**src/rtl/frame_sched_pkg.sv**
```systemverilog
// rtl/frame_sched_pkg.sv - shared types and default timing for the frame scheduler
//
// Contents:
//   COORD_W        width of the raster coordinates (10 bits)
//   DEF_*          default VGA 640x480 timing (pixel clocks / lines)
//   arb_state_t    host-configuration arbiter states
//   axis_total()   sum of active, porches and sync for one raster axis
package frame_sched_pkg;

    localparam int COORD_W = 10;

    localparam int DEF_H_ACTIVE = 640;
    localparam int DEF_H_FP     = 16;
    localparam int DEF_H_SYNC   = 96;
    localparam int DEF_H_BP     = 48;

    localparam int DEF_V_ACTIVE = 480;
    localparam int DEF_V_FP     = 10;
    localparam int DEF_V_SYNC   = 2;
    localparam int DEF_V_BP     = 33;

    typedef enum logic [1:0] {
        ARB_IDLE   = 2'd0,
        ARB_GRANT  = 2'd1,
        ARB_COMMIT = 2'd2,
        ARB_ABORT  = 2'd3
    } arb_state_t;

    function automatic int axis_total(input int active, input int fp,
                                      input int sync, input int bp);
        return active + fp + sync + bp;
    endfunction

endpackage

```
**src/rtl/frame_sched_sync_axis.sv**
```systemverilog
// rtl/frame_sched_sync_axis.sv - one raster axis: wrapping counter with sync and active windows
//
// Ports:
//   clk, rst   pixel clock, asynchronous active-high reset
//   i_en       advance the counter this cycle
//   o_cnt      current count, 0..TOTAL-1
//   o_last     count is TOTAL-1 (next enabled cycle wraps to 0)
//   o_sync_n   low while the count lies inside the sync pulse window
//   o_active   high while the count lies inside the visible region
// All outputs are combinational decodes of the count register; the top registers them.
module frame_sched_sync_axis
    import frame_sched_pkg::*;
#(
    parameter int ACTIVE = DEF_H_ACTIVE,
    parameter int FP     = DEF_H_FP,
    parameter int SYNC   = DEF_H_SYNC,
    parameter int BP     = DEF_H_BP
) (
    input  logic               clk,
    input  logic               rst,
    input  logic               i_en,
    output logic [COORD_W-1:0] o_cnt,
    output logic               o_last,
    output logic               o_sync_n,
    output logic               o_active
);

    localparam int TOTAL = axis_total(ACTIVE, FP, SYNC, BP);

    localparam logic [COORD_W-1:0] C_LAST       = COORD_W'(TOTAL - 1);
    localparam logic [COORD_W-1:0] C_ACTIVE     = COORD_W'(ACTIVE);
    localparam logic [COORD_W-1:0] C_SYNC_START = COORD_W'(ACTIVE + FP);
    localparam logic [COORD_W-1:0] C_SYNC_END   = COORD_W'(ACTIVE + FP + SYNC);

    logic [COORD_W-1:0] r_cnt;
    logic               w_last;

    assign w_last = (r_cnt == C_LAST);

    always_ff @(posedge clk or posedge rst) begin
        if (rst) begin
            r_cnt <= '0;
        end else if (i_en) begin
            if (w_last) begin
                r_cnt <= '0;
            end else begin
                r_cnt <= r_cnt + 1'b1;
            end
        end
    end

    assign o_cnt    = r_cnt;
    assign o_last   = w_last;
    assign o_sync_n = !((r_cnt >= C_SYNC_START) && (r_cnt < C_SYNC_END));
    assign o_active = (r_cnt < C_ACTIVE);

endmodule

```
**src/rtl/frame_sched.sv**
```systemverilog
// rtl/frame_sched.sv - VGA raster generator and vblank-only host config arbiter
//
// Build option: define FRAME_SCHED_OVERRUN_EN to get a sticky overrun flag that
// records a grant aborted at the end of a frame; otherwise overrun is tied 0.
//
// Ports:
//   clk, rst     pixel clock, asynchronous active-high reset
//   host_req     host wants a config window (level, held until host_done)
//   host_done    one-cycle pulse, host finished writing shadow config
//   host_grant   host may write shadow config while high
//   commit       one-cycle pulse, renderer copies shadow into live config
//   frame_start  one-cycle pulse at pixel (0,0)
//   px_valid     current coordinate is visible
//   px_x, px_y   current column / line
//   hsync, vsync active-low sync pulses
//   overrun      sticky grant-abort flag (option above)
// Raster outputs are registered and lag the internal counters by one cycle.
module frame_sched
    import frame_sched_pkg::*;
#(
    parameter int H_ACTIVE = DEF_H_ACTIVE,
    parameter int H_FP     = DEF_H_FP,
    parameter int H_SYNC   = DEF_H_SYNC,
    parameter int H_BP     = DEF_H_BP,
    parameter int V_ACTIVE = DEF_V_ACTIVE,
    parameter int V_FP     = DEF_V_FP,
    parameter int V_SYNC   = DEF_V_SYNC,
    parameter int V_BP     = DEF_V_BP
) (
    input  logic               clk,
    input  logic               rst,
    input  logic               host_req,
    input  logic               host_done,
    output logic               host_grant,
    output logic               commit,
    output logic               frame_start,
    output logic               px_valid,
    output logic [COORD_W-1:0] px_x,
    output logic [COORD_W-1:0] px_y,
    output logic               hsync,
    output logic               vsync,
    output logic               overrun
);

    // Counters hold at (0,0) for the first cycle after reset so that the
    // registered outputs show (0,0) with frame_start on the second edge.
    logic r_run;

    logic [COORD_W-1:0] w_h_cnt;
    logic [COORD_W-1:0] w_v_cnt;
    logic               w_h_last;
    logic               w_v_last;
    logic               w_h_sync_n;
    logic               w_v_sync_n;
    logic               w_h_active;
    logic               w_v_active;
    logic               w_v_en;
    logic               w_vblank;
    logic               w_frame_last;
    logic               w_origin;

    logic [COORD_W-1:0] r_px_x;
    logic [COORD_W-1:0] r_px_y;
    logic               r_px_valid;
    logic               r_frame_start;
    logic               r_hsync;
    logic               r_vsync;

    arb_state_t r_state;
    arb_state_t w_state_nxt;
    logic       r_armed;
    logic       w_enter_grant;

    always_ff @(posedge clk or posedge rst) begin
        if (rst) begin
            r_run <= 1'b0;
        end else begin
            r_run <= 1'b1;
        end
    end

    assign w_v_en = r_run && w_h_last;

    frame_sched_sync_axis #(
        .ACTIVE (H_ACTIVE),
        .FP     (H_FP),
        .SYNC   (H_SYNC),
        .BP     (H_BP)
    ) u_h_axis (
        .clk      (clk),
        .rst      (rst),
        .i_en     (r_run),
        .o_cnt    (w_h_cnt),
        .o_last   (w_h_last),
        .o_sync_n (w_h_sync_n),
        .o_active (w_h_active)
    );

    frame_sched_sync_axis #(
        .ACTIVE (V_ACTIVE),
        .FP     (V_FP),
        .SYNC   (V_SYNC),
        .BP     (V_BP)
    ) u_v_axis (
        .clk      (clk),
        .rst      (rst),
        .i_en     (w_v_en),
        .o_cnt    (w_v_cnt),
        .o_last   (w_v_last),
        .o_sync_n (w_v_sync_n),
        .o_active (w_v_active)
    );

    assign w_vblank     = !w_v_active;
    assign w_frame_last = w_h_last && w_v_last;
    assign w_origin     = (w_h_cnt == '0) && (w_v_cnt == '0);

    // Raster output stage: everything sampled from the same counter state so
    // coordinates, syncs, px_valid and frame_start stay mutually aligned.
    always_ff @(posedge clk or posedge rst) begin
        if (rst) begin
            r_px_x        <= '0;
            r_px_y        <= '0;
            r_px_valid    <= 1'b0;
            r_frame_start <= 1'b0;
            r_hsync       <= 1'b1;
            r_vsync       <= 1'b1;
        end else if (r_run) begin
            r_px_x        <= w_h_cnt;
            r_px_y        <= w_v_cnt;
            r_px_valid    <= w_h_active && w_v_active;
            r_frame_start <= w_origin;
            r_hsync       <= w_h_sync_n;
            r_vsync       <= w_v_sync_n;
        end
    end

    assign px_x        = r_px_x;
    assign px_y        = r_px_y;
    assign px_valid    = r_px_valid;
    assign frame_start = r_frame_start;
    assign hsync       = r_hsync;
    assign vsync       = r_vsync;

    // Arbiter: state register
    always_ff @(posedge clk or posedge rst) begin
        if (rst) begin
            r_state <= ARB_IDLE;
        end else begin
            r_state <= w_state_nxt;
        end
    end

    // Arbiter: next state. A grant is never opened on the last cycle of the
    // frame because it would have to abort immediately.
    always_comb begin
        w_state_nxt = r_state;
        case (r_state)
            ARB_IDLE: begin
                if (host_req && r_armed && w_vblank && !w_frame_last) begin
                    w_state_nxt = ARB_GRANT;
                end
            end
            ARB_GRANT: begin
                if (host_done) begin
                    w_state_nxt = ARB_COMMIT;
                end else if (w_frame_last) begin
                    w_state_nxt = ARB_ABORT;
                end
            end
            ARB_COMMIT: w_state_nxt = ARB_IDLE;
            ARB_ABORT:  w_state_nxt = ARB_IDLE;
            default:    w_state_nxt = ARB_IDLE;
        endcase
    end

    // Arbiter: outputs decoded from the state register
    always_comb begin
        host_grant = 1'b0;
        commit     = 1'b0;
        case (r_state)
            ARB_GRANT:  host_grant = 1'b1;
            ARB_COMMIT: commit     = 1'b1;
            default: begin
                host_grant = 1'b0;
                commit     = 1'b0;
            end
        endcase
    end

    assign w_enter_grant = (r_state == ARB_IDLE) && (w_state_nxt == ARB_GRANT);

    // One grant per request: the host must drop host_req before it can be
    // granted again, so a level held high after commit cannot re-open a window.
    always_ff @(posedge clk or posedge rst) begin
        if (rst) begin
            r_armed <= 1'b1;
        end else if (w_enter_grant) begin
            r_armed <= 1'b0;
        end else if (!host_req) begin
            r_armed <= 1'b1;
        end
    end

`ifdef FRAME_SCHED_OVERRUN_EN
    logic r_overrun;

    always_ff @(posedge clk or posedge rst) begin
        if (rst) begin
            r_overrun <= 1'b0;
        end else if ((r_state == ARB_GRANT) && (w_state_nxt == ARB_ABORT)) begin
            r_overrun <= 1'b1;
        end
    end

    assign overrun = r_overrun;
`else
    assign overrun = 1'b0;
`endif

endmodule

```
**config.mk**
```make
export PLATFORM = sky130hd
export DESIGN_NAME = frame_sched
export DESIGN_NICKNAME = d
export VERILOG_FILES = /design/src/rtl/frame_sched_pkg.sv /design/src/rtl/frame_sched_sync_axis.sv /design/src/rtl/frame_sched.sv
export SDC_FILE = /design/constraint.sdc
export NUM_CORES = 1
export LEC_CHECK = 0
export BUFFER_PORTS_ARGS = -buffer_cell sky130_fd_sc_hd__buf_2
export CAP_MARGIN = 15
export CELL_PAD_IN_SITES_DETAIL_PLACEMENT = 0
export CELL_PAD_IN_SITES_GLOBAL_PLACEMENT = 2
export CORE_MARGIN = 2
export CORE_UTILIZATION = 37
export DETAILED_ROUTE_END_ITERATION = 8
export PLACE_DENSITY = 0.86
export REMOVE_ABC_BUFFERS = 1
export SYNTH_ARGS = -nofsm -noshare
export SYNTH_HDL_FRONTEND = slang
export SYNTH_SLANG_ARGS = --single-unit
```
**constraint.sdc**
```tcl
create_clock -name clk -period 2.3 [get_ports clk]
set_clock_uncertainty 0.1 [all_clocks]
set_input_delay 0.46 -clock clk [delete_from_list [all_inputs] [get_ports clk]]
set_output_delay 0.46 -clock clk [all_outputs]
set_load 0.02 [all_outputs]
```
==> summary.txt <==
Clock Root Buffer = clkbuf_8
Post-synth EDFFs = 0
FF+latch count, synth = 48
gr usage total = 14.83%
final antenna-violating net count = 0
initial antenna violation count = 0
# diodes = 0
die width = 81.65 um
I/O Buffers = 29
DRT Wirelength = 4504 um
RSZ-0062 raised after global routing = no
DRC = 0
sequential area share after synthesis = 54.01%
Netlist Area Pre-Place = 2231 um^2
met3 usage = 3.626%
fin crit period = 2.030 ns
Tcrit/Tclk final = 88.26%
commonest non-fill, non-tap cell in the layout = dfrtp_1
RePlAce Congestion = 0.7854
vias per cell = 4.955
M1 GR Usage = 21.96%
Core Footprint = 5886 um^2
P per Cell Area = 763.9 nW/um^2
Synth cell types = 40
H-tree Lvls = 2
Num CTS Buffers = 5
max-slew violation count = 0
Place WS = 0.2976 ns
drt first pass iters = 4
first-pass GRT wire length = 7417 um
Levels on crit path = 4
Cells after Synth = 201
WS Path Type = flop to flop
WP data required = 2.38 ns
Filler Cell Count = 569
placed cells = 306
vias in the first global route = 1469
global route overflow = 0
P&R area growth vs syn = 16.43%
post-DR wirelength/cell = 14.34 um
post-CTS sizing = 0
io pins = 31
Critical Path AT = 2.11 ns
FF+latch area = 1205 um^2
fin cells = 314
post-CTS setup buffers = 0
TNS Setup = 0 ns
HPWL after DPL = 3200 um
clock transition at the registers of the reported paths = 0.09 ns
most frequent cells in the layout = 45 x dfrtp_1, 29 x buf_2, 20 x mux2_2
gr busiest metal = met1
final setup margin = 0.2701 ns
fmax = 492.6 MHz
TritonCTS clock tree = done
largest net degree at the start of global routing = 28
leakage = 1.293 nW
Final setup viols = 0
CTS Hold Bufs = 0
critical path's slowest cell = or4_4
Reg2Reg Depth = 4
synthesized area per cell = 11.10 um^2
Async SR Flop Fraction = 100.0%
GR met2 Demand/Resource = 21.15%
Max FO, Critical Path = 8
nets = 246
floorplan row count = 28
Die Y = 81.65 um
max cap viols = 0
top cell family by delay on the critical path = simple AND/OR/NAND/NOR gates
Setup crit end kind = flop
Hold Vio Cnt, Final = 0
Buffers & Inverters on Critical Path = 0
status = completed
Hold/Removal Path Class = primary input to asynchronous set/reset pin
multi-input combinational cell area = 904.6 um^2
slowest stage delay, CP = 0.51 ns
CP Launch Type = flop
main flop type after synthesis = dfrtp_1
layout cells sized above 1 = 32.22%
clock sink count = 48
Max Root-Sink Buffers = 2
crit-path cells = or4_4, or3_1, o31a_1, a21o_1
vias = 1556
synth warn = 0
Worst VDD drop = 0.0004699 V
die area = 6667 um^2
Initial Utilization = 37.90%
DRT iter0 DRCs = 66
clk_lat worst skew = 0.29 ns
## per-stage QoR
step           utilization [%]  instance area, um^2  hold slack [ns]  total power [mW]
2_1_floorplan                -                 2158           0.3394             1.338
3_3_place_gp             42.60                 2507           0.3520             1.487
3_5_place_dp             42.60                 2507           0.3553             1.492
4_1_cts                  44.13                 2597          0.09567             2.014
5_1_grt                  44.13                 2597           0.1105             2.105
6_report                 44.13                 2597          0.07562             1.984
## cells by family after synthesis
kind of cell / after synthesis / share of synthesized area [%]
AOI/OAI and AO/OA: 25 / 6.955
xor gates and xnor gates: 10 / 3.926
adders and majority gates: 4 / 2.243
buffers and inverters: 25 / 5.440
DFF: 48 / 54.01
muxes: 21 / 10.54
other: 2 / 0.3366
and+or+nand+nor: 66 / 16.55
## state kept, by name, indices dropped and copies added, names as in the netlist
register / count
frame_start: 1
hsync: 1
px_valid: 1
px_x: 10
px_y: 10
r_armed: 1
r_run: 1
r_state: 2
u_h_axis.o_cnt: 10
u_v_axis.o_cnt: 10
vsync: 1
## power by group
| part | switching [mW] | internal (mW) | total [mW] |
|---|---|---|---|
| combinational | 0.235 | 0.175 | 0.410 |
| clock | 0.267 | 0.246 | 0.513 |
| sequential | 0.110 | 0.952 | 1.06 |
## path summary, 6_finish.rpt
path / to / slack (ns) / start
hold reg to reg: r_armed / 0.36 / r_armed
setup / recovery: r_state[0] / 0.27 / u_v_axis.o_cnt[6]
setup reg to reg: r_state[0] / 0.27 / u_v_axis.o_cnt[6]
max in group asynchronous: vsync / 1.43 / rst
hold / removal: u_h_axis.o_cnt[4] / 0.08 / rst
min in group clk: r_armed / 0.23 / host_req
## worst reg2reg max path: stages, from the launching register on
cell     delay [ns]
dfrtp_1        0.46
or4_4          0.51
or3_1          0.37
o31a_1         0.33
a21o_1         0.16
## cell type report
class / instances / area share (%)
Sequential cell: 48 / 46.39
Timing Repair Buffer: 42 / 9.827
Tap cell: 75 / 3.613
Inverter: 13 / 1.879
Clock buffer: 8 / 3.468
Multi-Input combinational cell: 128 / 34.83
## cells in the mapped netlist (2+ instances only)
cell      count  area share [%]
a21oi_1       6             1.3
a31oi_1       4             1.1
and2_1        2            0.56
and3_1        3            0.84
and4_1        2            0.79
and4_2        2            0.90
buf_6         3             1.5
clkbuf_1      6             1.0
conb_1        2            0.34
dfrtp_1      45              50
dfstp_2       3             3.5
ha_1          4             2.2
inv_1        13             2.2
mux2_2       20              10
nand2_1      10             1.7
nand3_1      12             2.7
nand4_1       8             2.2
nor2_1        8             1.3
nor2b_1       2            0.56
nor3_1        5             1.1
nor4_1        5             1.4
nor4b_1       2            0.79
o21ai_0       8             1.8
or3_1         2            0.56
xnor2_1       8             3.1
xor2_1        2            0.79
## metal layers
metal	up-vias	part of all wire, %
li1	776	-
met1	739	52
met2	39	42
met3	2	5.0
met4	0	0.91
met5	-	0
(Power assumes the default switching activity.)
